===== src/rtl/rv_pipe_pkg.sv =====
// Shared pipeline types for the fetch front end.
// Holds XLEN, the canonical NOP and the fetch FSM state encoding.
package rv_pipe_pkg;

  localparam int XLEN = 32;
  localparam logic [XLEN-1:0] NOP = 32'h0000_0013;

  typedef enum logic [1:0] {
    IDLE = 2'd0,
    REQ  = 2'd1,
    WAIT = 2'd2
  } fetch_state_t;

  typedef struct packed {
    logic [XLEN-1:0] pc;
    logic [XLEN-1:0] instr;
  } fetch_pkt_t;

endpackage


===== src/rtl/if_skid_buf.sv =====
// One-entry hold buffer that parks a fetch response
// while IF/ID is stalled.
module if_skid_buf
  import rv_pipe_pkg::*;
(
  input  logic       clk,
  input  logic       rst_n,
  input  logic       push,
  input  logic       pop,
  input  logic       clear,
  input  fetch_pkt_t din,
  output fetch_pkt_t dout,
  output logic       full
);

  always_ff @(posedge clk) begin
    if (!rst_n) begin
      full <= 1'b0;
      dout <= '0;
    end else if (clear) begin
      full <= 1'b0;
    end else if (push) begin
      full <= 1'b1;
      dout <= din;
    end else if (pop) begin
      full <= 1'b0;
    end
  end

endmodule


===== src/rtl/if_stage.sv =====
// Instruction fetch stage: single-outstanding fetch FSM feeding IF/ID.
// Define IF_STAGE_PERF_EN to add stall_cnt/flush_cnt outputs.
module if_stage
  import rv_pipe_pkg::*;
#(
  parameter logic [XLEN-1:0] RESET_PC = 32'h0000_0000
) (
  input  logic            clk,
  input  logic            rst_n,
  input  logic            pc_write,
  input  logic            if_id_write,
  input  logic            flush,
  input  logic [XLEN-1:0] redirect_pc,
  output logic            imem_req,
  output logic [XLEN-1:0] imem_addr,
  input  logic            imem_gnt,
  input  logic            imem_rvalid,
  input  logic [XLEN-1:0] imem_rdata,
  output logic [XLEN-1:0] if_id_pc,
  output logic [XLEN-1:0] if_id_instr,
  output logic            if_id_valid
`ifdef IF_STAGE_PERF_EN
  ,
  output logic [31:0]     stall_cnt,
  output logic [31:0]     flush_cnt
`endif
);

  fetch_state_t    state;
  logic [XLEN-1:0] pc;
  logic [XLEN-1:0] req_pc;
  logic [XLEN-1:0] redir;
  logic            kill;
  logic            fire;
  logic            resp_ok;
  logic            push;
  logic            pop;
  logic            hold_full;
  fetch_pkt_t      hold_in;
  fetch_pkt_t      hold_pkt;

  assign redir     = redirect_pc & ~32'h3;
  assign imem_req  = (state == REQ) && pc_write && !hold_full;
  assign imem_addr = pc;
  assign fire      = imem_req && imem_gnt;
  // A response is usable only if no redirect killed it.
  assign resp_ok   = (state == WAIT) && imem_rvalid
                     && !kill && !flush;
  assign push      = resp_ok && !if_id_write;
  assign pop       = hold_full && if_id_write && !flush;
  assign hold_in   = '{pc: req_pc, instr: imem_rdata};

  if_skid_buf u_hold (
    .clk   (clk),
    .rst_n (rst_n),
    .push  (push),
    .pop   (pop),
    .clear (flush),
    .din   (hold_in),
    .dout  (hold_pkt),
    .full  (hold_full)
  );

  always_ff @(posedge clk) begin
    if (!rst_n) begin
      state  <= IDLE;
      pc     <= RESET_PC;
      req_pc <= '0;
      kill   <= 1'b0;
    end else begin
      unique case (state)
        IDLE: state <= REQ;
        REQ: begin
          if (fire) begin
            state  <= WAIT;
            req_pc <= pc;
            kill   <= flush;
          end
        end
        WAIT: begin
          if (imem_rvalid) begin
            state <= REQ;
            kill  <= 1'b0;
          end else if (flush) begin
            kill <= 1'b1;
          end
        end
        default: state <= IDLE;
      endcase
      if (flush) begin
        pc <= redir;
      end else if (fire) begin
        pc <= pc + 32'd4;
      end
    end
  end

  always_ff @(posedge clk) begin
    if (!rst_n) begin
      if_id_valid <= 1'b0;
      if_id_pc    <= '0;
      if_id_instr <= NOP;
    end else if (flush) begin
      if_id_valid <= 1'b0;
      if_id_instr <= NOP;
    end else if (if_id_write) begin
      if (hold_full) begin
        if_id_valid <= 1'b1;
        if_id_pc    <= hold_pkt.pc;
        if_id_instr <= hold_pkt.instr;
      end else if (resp_ok) begin
        if_id_valid <= 1'b1;
        if_id_pc    <= req_pc;
        if_id_instr <= imem_rdata;
      end else begin
        if_id_valid <= 1'b0;
        if_id_instr <= NOP;
      end
    end
  end

`ifdef IF_STAGE_PERF_EN
  always_ff @(posedge clk) begin
    if (!rst_n) begin
      stall_cnt <= '0;
      flush_cnt <= '0;
    end else begin
      if (!pc_write) stall_cnt <= stall_cnt + 32'd1;
      if (flush) flush_cnt <= flush_cnt + 32'd1;
    end
  end
`endif

endmodule


===== config.mk =====
export PLATFORM = sky130hd
export DESIGN_NAME = if_stage
export DESIGN_NICKNAME = d
export VERILOG_FILES = /design/src/rtl/rv_pipe_pkg.sv /design/src/rtl/if_skid_buf.sv /design/src/rtl/if_stage.sv
export SDC_FILE = /design/constraint.sdc
export NUM_CORES = 1
export LEC_CHECK = 0
export CAP_MARGIN = 20
export CORE_MARGIN = 5
export CORE_UTILIZATION = 50
export CTS_CLUSTER_DIAMETER = 30
export DETAILED_ROUTE_END_ITERATION = 8
export GPL_TIMING_DRIVEN = 0
export PLACE_DENSITY = 0.83
export SYNTH_ARGS = -nofsm -noshare
export SYNTH_HDL_FRONTEND = slang
export SYNTH_HIERARCHICAL = 1
export SYNTH_SLANG_ARGS = --single-unit

===== constraint.sdc =====
create_clock -name clk -period 1.9 [get_ports clk]
set_input_delay 0.38 -clock clk [delete_from_list [all_inputs] [get_ports clk]]
set_output_delay 0.38 -clock clk [all_outputs]
set_load 0.05 [all_outputs]

==> impl_results.md <==
* Outcome: complete, no violations
* Buffers on Ports at 163
* Initial Util at 50.3%
* # IOs at 169
* Flops & latches, synth at 193
* Die Y at 138 um
* Final Hold Viols at 0
* Initial DRC count at 628
* Max cap viols at 0
* Min cycle time layout at 1.89 ns
* Worst R2R Path Depth at 7
* Slowest CP cell: clkdlybuf4s15_1
* Synth top area share at 46.9%
* Switching Fraction at 25.9%
* Final nets at 1165
* Max-slew headroom at the worst pin at 49.5%
* Inserted Clock Buffers at 17
* Critical Path Sink: imem_addr[28]
* WP depth at 1
* CTS tree: yes
* Async S/R FF share, synth at 0%
* Tcrit/Tclk final at 99.3%
* Setup slack, reg-to-reg at 0.06 ns
* Synth area leader: dfxtp_1
* Post-Layout Cell Count at 1326
* Crit. End Element: output port
* WL final at 23100 um
* Hold slack at 0.281 ns
* Startpoint types: flop
* Syn Area/Cell at 9.05 um2
* Core box area at 16300 um2
* Global Route Usage Sum at 23.6%
* Total Power at 8.52 mW
* Syn Inst Count at 909
* Vias in the first global route at 7263
* Die area at 19100 um2
* FILL cells at 1374
* Reg clk slew, reported paths at 0.07 ns
* CP Class: flop to output port
* PwrDens at 798 nW/um2
* Cell Chain, Critical Path: clkdlybuf4s15_1
* Compound-cell area share of the yosys netlist at 13.0%
* Slew Viols, Final at 0
* Critical Path Source: imem_addr[28]
* DR WL/cell at 17.4 um
* Clock tree buffer depth at 2
* Root Driver: clkbuf_16
* Crit path max-delay family: buffers and inverters
* RSZ-0062 raised after global routing: no
* Max FO, Critical Path at 6
* Clk sinks at 193
* First-pass GRT wire length at 37300 um
* Adder-Cell Fraction of Synth Area at 0.152%
* Hold Crit Class: primary input to flop
* Detailed placement HPWL at 17000 um
* Mux share of post-synthesis cell area at 11.7%
* Router iterations before antenna repair at 7
* # diodes at 0
* Multi-input gate area at 3950 um2
* Seq/Total Area, Yosys at 46.9%
* CTS Hold Buffers Added at 0
* Final ANT Viol Nets at 0
* Predominant post-synthesis flop cell: dfxtp_1
* Std cell rows at 47
* GP Congestion at 0.944
* Combinational share of power at 9.3%
* Area Overhead vs Synth at 29.8%
* WP data arrival at 1.51 ns
* Fmax at 0.530 GHz
* Overflow after GRT at 0
* Xor and xnor area share after synthesis at 2.98%
* Synthesis Warnings at 6
* Setup TNS at 0 ns
* Number of library cell types mapped by synthesis at 47
* Worst endpoint required time at 1.52 ns
* Register area at 3880 um2
* Synth area leaders: dfxtp_1 47%, mux2i_1 12%, nand2_1 9.3%, a21oi_1 3.7%, a222oi_1 3.5%
* Reg2Reg Capture Point: req_pc[21]
* VDD IR-drop max at 727 uV
* Pint at 6.31 mW
* Ratio of cells with drive above 1 in the final layout at 10.6%
* H-tree levels at 4
* Post-synth EDFFs at 0
* Vias at 7373
* Die width at 138 um
* Clk_skew at 0.00760 ns
* Slew @ Worst Pin at 0.758 ns
* Initial antenna violation count at 0
* Post-Synth Simple-Gate Area at 19.5%
* Crit path largest cell delay at 0.57 ns
* Leak at 3.91 nW
* R2R Path Start: u_hold/full
* Vias per inst at 5.56
* Largest family of logic cells by synthesized area: simple AND/OR/NAND/NOR gates
* Post-Place Cells at 1295
* Sequential group share of total power at 49.4%
* Clk_lat worst skew at 0.43 ns
* DRC violation count after routing at 0
* Setup Viol. Count Final at 0
* Psw at 2.21 mW
* Pin count of the biggest net entering global routing at 20
* Cell area after synthesis at 8230 um2
* Buffers and inverters on the worst path at 1
* Clock Power Share at 41.2%
area by class of cell:
cell class	instances	area share, %
Buffer	71	4.28
Clock buffer	20	4.28
Clock inverter	12	1.12
Inverter	5	0.176
Multi-Input combinational cell	640	36.9
Sequential cell	193	36.4
Tap cell	220	2.58
Timing Repair Buffer	165	14.3
synthesized netlist by cell type, drive strengths merged, types with 2 or more instances:
cell type and count:
and3 5, buf 42, o32ai 2, nor4 9, o21ai 27, a211oi 31, and2 7, dfxtp 193
nor2 69, a311oi 2, a222oi 29, mux2i 96, clkbuf 32, nand2 205, xnor2 22, nand3 12
xor2 6, nor2b 6, nand4 14, a211o 3, inv 4, a21oi 61, and4 4, nor3 16
cell usage in the layout (no fill, tap or decap), types with 7 or more instances in the layout:
cell               n
a211oi_1          31
nor4_2             7
nor3_1            16
nand3_1           10
and2_1             7
buf_12             7
clkdlybuf4s50_1   65
nand4_1           11
dfxtp_1          178
buf_2             22
dlygate4sd2_1     91
dfxtp_2           15
a222oi_1          29
nor2_1            67
o21ai_0           27
nand2_1          205
clkbuf_1          29
buf_4             10
a21oi_1           61
xnor2_1           22
clkbuf_16         17
mux2i_1           96
timing repair:
action,4_1_cts,5_1_grt
gates cloned,0,1
setup buffers,0,1
pin swaps,1,2
resized for setup,118,16
endpoints found under the setup margin,243,131
routing by layer:
metal | global-route usage, % | vias up | wire length, um
met5 | 0 | - | 0
met4 | 6.60 | 0 | 411
met3 | 6.80 | 36 | 1950
met2 | 39.3 | 329 | 10700
met1 | 30.0 | 3452 | 10000
li1 | - | 3556 | -
through the flow:
stage	utilization [%]	setup WS, ns	instance area, um2
finish	65.3	0.0132	10700
global route	65.3	0.000326	10700
CTS	65.2	-0.00973	10700
detailed placement	62.2	-0.849	10200
global placement	62.2	-0.847	10200
floorplan	-	0.0262	8260
registers in the layout (all words and copies together) (netlist names):
name / flops
state: 2
req_pc: 30
if_id_valid: 1
u_hold/dout: 64
if_id_instr: 32
imem_addr: 30
kill: 1
if_id_pc: 32
u_hold/full: 1
power by group through the flow:
stage / Sequential [mW] / Combinational [mW] / Clock (mW)
final: 4.21 / 0.796 / 3.51
after global routing: 4.22 / 0.850 / 3.72
after CTS: 4.21 / 0.786 / 3.55
after detailed placement: 4.30 / 0.808 / 0
after global placement: 4.30 / 0.803 / 0
after floorplan: 4.44 / 0.289 / 0
tightest hold or removal path, stage by stage:
cell and delay [ns]:
buf_4 0.15, nand2_1 0.07, mux2i_1 0.06
worst min-delay path by stage:
stage,endpoint,depth (start not counted),slack [ns],startpoint
final,u_hold/dout[31],3,0.28,rst_n
after global routing,u_hold/dout[62],3,0.27,rst_n
after CTS,u_hold/dout[1],3,0.26,rst_n
after detailed placement,u_hold/dout[8],2,0.45,u_hold/dout[8]
after global placement,u_hold/dout[31],2,0.44,u_hold/dout[31]
after floorplan,u_hold/dout[10],2,0.43,u_hold/dout[10]
kinds of logic (layout without fill, tap and decap cells):
family | count (synthesis) | count (layout)
XOR/XNOR | 28 | 28
AND/OR/NAND/NOR | 352 | 352
AO/OA/AOI/OAI | 159 | 159
buffers and inverters | 79 | 273
adder cells (fa/ha/maj) | 1 | 1
multiplexers | 96 | 96
flip-flops | 193 | 193
other | 1 | 4
Note: power is estimated with default switching activity, not from simulation.
